`src/rtl/debounce_edge.sv`:
```
// Multi-channel pin conditioner: 2-flop synchroniser, per-channel persistence
// counter, registered stable level with one-cycle rise/fall pulses.
`timescale 1ns/1ps

module debounce_edge #(
    parameter int unsigned N               = 4,
    parameter int unsigned DEBOUNCE_CYCLES = 200000
) (
    input  logic         clk,
    input  logic         rst_n,
    input  logic [N-1:0] din,
    output logic [N-1:0] level,
    output logic [N-1:0] rise,
    output logic [N-1:0] fall,
    output logic         any_edge
);

    localparam int unsigned     CW      = (DEBOUNCE_CYCLES > 1) ? $clog2(DEBOUNCE_CYCLES) : 1;
    localparam logic [CW-1:0]   CNT_MAX = CW'(DEBOUNCE_CYCLES - 1);

    logic [N-1:0]         sync1;
    logic [N-1:0]         sync2;
    logic [N-1:0]         mismatch;
    logic [N-1:0][CW-1:0] cnt;
    logic [N-1:0][CW-1:0] cnt_nxt;
    logic [N-1:0]         level_nxt;
    logic [N-1:0]         rise_nxt;
    logic [N-1:0]         fall_nxt;
    logic                 any_edge_nxt;

    always_comb begin
        mismatch = sync2 ^ level;
    end

    // The terminal compare always clears the count, so it can never wrap.
    always_comb begin
        level_nxt = level;
        rise_nxt  = '0;
        fall_nxt  = '0;
        cnt_nxt   = '0;
        for (int unsigned i = 0; i < N; i++) begin
            if (mismatch[i]) begin
                if (cnt[i] == CNT_MAX) begin
                    level_nxt[i] = sync2[i];
                    rise_nxt[i]  = sync2[i];
                    fall_nxt[i]  = ~sync2[i];
                end else begin
                    cnt_nxt[i] = cnt[i] + CW'(1);
                end
            end
        end
        any_edge_nxt = |(rise_nxt | fall_nxt);
    end

    always_ff @(posedge clk or negedge rst_n) begin
        if (!rst_n) begin
            sync1    <= '0;
            sync2    <= '0;
            cnt      <= '0;
            level    <= '0;
            rise     <= '0;
            fall     <= '0;
            any_edge <= 1'b0;
        end else begin
            sync1    <= din;
            sync2    <= sync1;
            cnt      <= cnt_nxt;
            level    <= level_nxt;
            rise     <= rise_nxt;
            fall     <= fall_nxt;
            any_edge <= any_edge_nxt;
        end
    end

endmodule

```
`config.mk`:
```
export PLATFORM = sky130hd
export DESIGN_NAME = debounce_edge
export DESIGN_NICKNAME = d
export VERILOG_FILES = /design/src/rtl/debounce_edge.sv
export SDC_FILE = /design/constraint.sdc
export NUM_CORES = 1
export LEC_CHECK = 0
export ABC_AREA = 1
export ABC_CLOCK_PERIOD_IN_PS = 1710
export BUFFER_PORTS_ARGS = -buffer_cell sky130_fd_sc_hd__buf_2
export CAP_MARGIN = 30
export CORE_ASPECT_RATIO = 0.9
export CORE_UTILIZATION = 25
export CTS_CLUSTER_SIZE = 30
export DETAILED_ROUTE_END_ITERATION = 7
export HOLD_SLACK_MARGIN = 0.08
export PLACE_DENSITY_LB_ADDON = 0.12
export SLEW_MARGIN = 30
export SYNTH_ARGS = -nofsm -noshare
export SYNTH_HDL_FRONTEND = slang
export SYNTH_SLANG_ARGS = --single-unit
```
`constraint.sdc`:
```
create_clock -name clk -period 1.71 [get_ports clk]
set_input_delay 0.513 -clock clk [delete_from_list [all_inputs] [get_ports clk]]
set_output_delay 0.513 -clock clk [all_outputs]
set_load 0.01 [all_outputs]
```
==> results.md <==
* Status: finished clean
* Setup repair after global routing missed its margin: false
* Area of the core at roughly 18000 sq um
* Final hold violation count at 0
* Fin. max-slew vios at 0
* Element type at the critical path end: register
* Row Count at 47
* Leakage power of the design at 2.42 nW
* Crit-path max cell delay at between 0.3 and 0.4 ns
* Bufs on Longest Clock Path at 2
* Cell seen most often among critical-path stages: sky130_fd_sc_hd__nand3_1
* Reg area at 2330 sq um
* Required time of the critical path at 1.95 ns
* Post CTS Setup Buffer Count at 0
* Max-slew headroom at the worst pin at 0.692
* Flip-flop cell with the highest count after synthesis: sky130_fd_sc_hd__dfrtp_1
* Sequential fraction of the synthesis area at 0.499
* Worst VDD drop at 0.000413 V
* RR Startpoint: cnt[54]
* Kind of launch point of the worst setup path: register
* Half-perimeter wire length after placement at 7.54 mm
* Count of mapped cells out of synthesis at about 570
* Number of global-route vias before repair at approximately 3500
* CTS Root Buffer Type: sky130_fd_sc_hd__clkbuf_16
* Most numerous cell types in the synthesized netlist: 121 x sky130_fd_sc_hd__nor2_1, 110 x sky130_fd_sc_hd__nand2_1, 93 x sky130_fd_sc_hd__dfrtp_1
* Worst-case reg-to-reg path depth at 7
* Routed vias at between 3000 and 4000
* Chip Height at 132 microns
* Clk_lat worst skew at 0.35 ns
* Area used by multi-input combinational logic at 2040 sq um
* Synthesized area divided by synthesized cell count at 8.26 sq um
* # setup viols final at 0
* Yosys synthesis warning count at 0
* Cell with the most instances after synthesis: sky130_fd_sc_hd__nor2_1
* Die Span X at 146 microns
* Depth of the worst hold-timing path at 1
* Global-route wire length before repair at between 15 and 20 mm
* Wire per inst at 11.7 microns
* Fillers at 1983
* Transition time at the pin with the least slew margin at 0.459 ns
* Initial Utilization at 0.254
* Gr ovfl total at 0
* Post-Route WL at 9.99 mm
* Largest area contributor in the synthesized netlist: sky130_fd_sc_hd__dfrtp_1
* Antenna viol nets, final at 0
* Total negative setup slack at 0 ns
* Nets at 615
* CTS Buf Count at 9
* WS Path Type: register to register
* FF-to-FF setup slack at 0.17 ns
* Upper clock frequency limit at 650 MHz
* Hold/Removal Path Class: primary input to register
* Largest net degree at the start of global routing at 31
* Clock tree from TritonCTS: yes
* Vias per cell at 4.13
* Number of synthesized register bits at 93
* Total nets after synthesis at roughly 580
* Worst-case clock skew at 0.00740 ns
* Maximum level of the CTS H-tree at 3
* Worst reg2reg endpoint: cnt[64]
* Clock slew at reported path FFs at 0.07 ns
* GP Congestion at between 0.8 and 0.9
* IO buf count at 18
* Pwr Density at 811 nW/um^2
* Floorplan die area at 19200 sq um
* Terminating pin of the worst hold path: sync1[2]
* CTS Sinks at 93
* First DRT Iteration DRCs at 243
* Slowest stage cell on the critical path: sky130_fd_sc_hd__dfrtp_1
* Data arrival time of the critical path at ~1.8 ns
* First drt pass iteration count at 4
* Yosys top cell area share at 0.499
* I/O pin cnt at 19
* Total inserted antenna cells at 0
* Initial antenna violation count at 0
* GRT Total Usage at 0.118
* Post-layout total power at 4.46 mW
* Share of layout cells above drive strength 1 at 0.133
* Reported max-cap violation count at 0
* Chain of cells forming the critical path: ha_1, nand3_1, nor2_1, nand3_1, nand2_1, buf_12, nor3_1
* DRC violations left at 0
* Origin of the worst min-delay path: din[2]
* Buf+Inv Stages, Crit Path at 1
* Synthesis-to-finish area growth at 17.9%
* Share of flip-flops with an asynchronous set or reset after synthesis at 1.00
* EDFF count, synth at 0
* CP max FO at 9
* Share of the clock period used by the worst path at 0.900
* Kind of cell with the highest combined delay on the critical path: simple AND/OR/NAND/NOR gates
* Summed instance area of the synthesized netlist at roughly 4700 sq um
* Netlist cell types at 27
* Final min period at 1.54 ns
* Leading cell types by total area after synthesis: sky130_fd_sc_hd__dfrtp_1 50%, sky130_fd_sc_hd__nor2_1 9.7%, sky130_fd_sc_hd__nand2_1 8.8%
==> power breakdown <==
| group | switching, mW | internal, mW | total (mW) |
|---|---|---|---|
| sequential | 0.0266 | 2.23 | 2.26 |
| clock | 0.862 | 1.17 | 2.03 |
| combinational | 0.111 | 0.0607 | 0.171 |
| total | 1.00 | 3.46 | 4.46 |
==> worst max-delay path by stage <==
stage	start	to	slack, ns	depth (start not counted)
after floorplan	cnt[0]	cnt[13]	0.37	7
after global placement	cnt[54]	any_edge	0.15	7
after detailed placement	cnt[54]	any_edge	0.11	7
after CTS	cnt[54]	any_edge	0.09	7
after global routing	cnt[36]	cnt[39]	0.04	8
final	cnt[54]	cnt[64]	0.17	7
==> cells in the final DEF (no fill, tap or decap) <==
cell type and n:
sky130_fd_sc_hd__a21oi_1 8, sky130_fd_sc_hd__a31oi_1 1, sky130_fd_sc_hd__and2_1 1, sky130_fd_sc_hd__buf_12 5
sky130_fd_sc_hd__buf_2 17, sky130_fd_sc_hd__buf_4 9, sky130_fd_sc_hd__bufinv_16 1, sky130_fd_sc_hd__clkbuf_1 2
sky130_fd_sc_hd__clkbuf_16 9, sky130_fd_sc_hd__clkbuf_8 1, sky130_fd_sc_hd__clkinv_2 2, sky130_fd_sc_hd__clkinvlp_4 1
sky130_fd_sc_hd__dfrtp_1 93, sky130_fd_sc_hd__dlygate4sd3_1 1, sky130_fd_sc_hd__ha_1 4, sky130_fd_sc_hd__inv_1 72
sky130_fd_sc_hd__nand2_1 110, sky130_fd_sc_hd__nand2_2 4, sky130_fd_sc_hd__nand2_4 1, sky130_fd_sc_hd__nand3_1 26
sky130_fd_sc_hd__nand3_2 7, sky130_fd_sc_hd__nand4_1 12, sky130_fd_sc_hd__nor2_1 121, sky130_fd_sc_hd__nor2_2 11
sky130_fd_sc_hd__nor2_4 7, sky130_fd_sc_hd__nor3_1 24, sky130_fd_sc_hd__nor3_2 4, sky130_fd_sc_hd__nor3b_1 4
sky130_fd_sc_hd__nor3b_2 2, sky130_fd_sc_hd__nor4_1 2, sky130_fd_sc_hd__o21ai_0 5, sky130_fd_sc_hd__o21ai_1 3
sky130_fd_sc_hd__o21bai_1 2, sky130_fd_sc_hd__xnor2_1 8, sky130_fd_sc_hd__xor2_1 30
==> kinds of logic after synthesis <==
group	Yosys count	synth area share
fa+ha+maj	4	0.0107
simple gates	336	0.334
flops	93	0.499
xor+xnor	38	0.0713
buf+inv	75	0.0635
compound gates	19	0.0217
==> per-layer routing <==
metal / vias up / global-route usage / wire length [microns]
met5: - / 0 / 0
met4: 0 / 0.0417 / 153
met3: 13 / 0.0313 / 338
met2: 46 / 0.170 / 4270
met1: 1624 / 0.168 / 5230
li1: 1847 / - / -
==> area by class of cell <==
cell class,count,area share
Sequential cell,93,0.423
Multi-Input combinational cell,397,0.371
Tap cell,245,0.0557
Inverter,72,0.0491
Timing Repair Buffer,32,0.0477
Clock buffer,12,0.0448
Clock inverter,4,0.00864
==> per-stage QoR <==
step,cell area [sq um],worst slack [ns],instances,util,hold WS (ns)
2_1_floorplan,4670,0.368,565,-,0.217
3_3_place_gp,5200,0.151,838,0.283,0.333
3_5_place_dp,5200,0.112,838,0.283,0.335
4_1_cts,5510,0.0936,855,0.300,0.249
5_1_grt,5510,0.0387,855,0.300,0.253
6_report,5510,0.170,855,0.300,0.264
==> registers in the layout, indices dropped and copies added (netlist names) <==
| name | cells |
|---|---|
| rise | 4 |
| any_edge | 1 |
| sync2 | 4 |
| sync1 | 4 |
| cnt | 72 |
| level | 4 |
| fall | 4 |
==> timing repair <==
action | in CTS | in global routing
setup endpoints to repair | 0 | 1
hold buffers | 1 | 0
hold endpoints to repair | 3 | 0
resized for setup | 0 | 1
No activity file was read; power rests on OpenSTA's default activity.
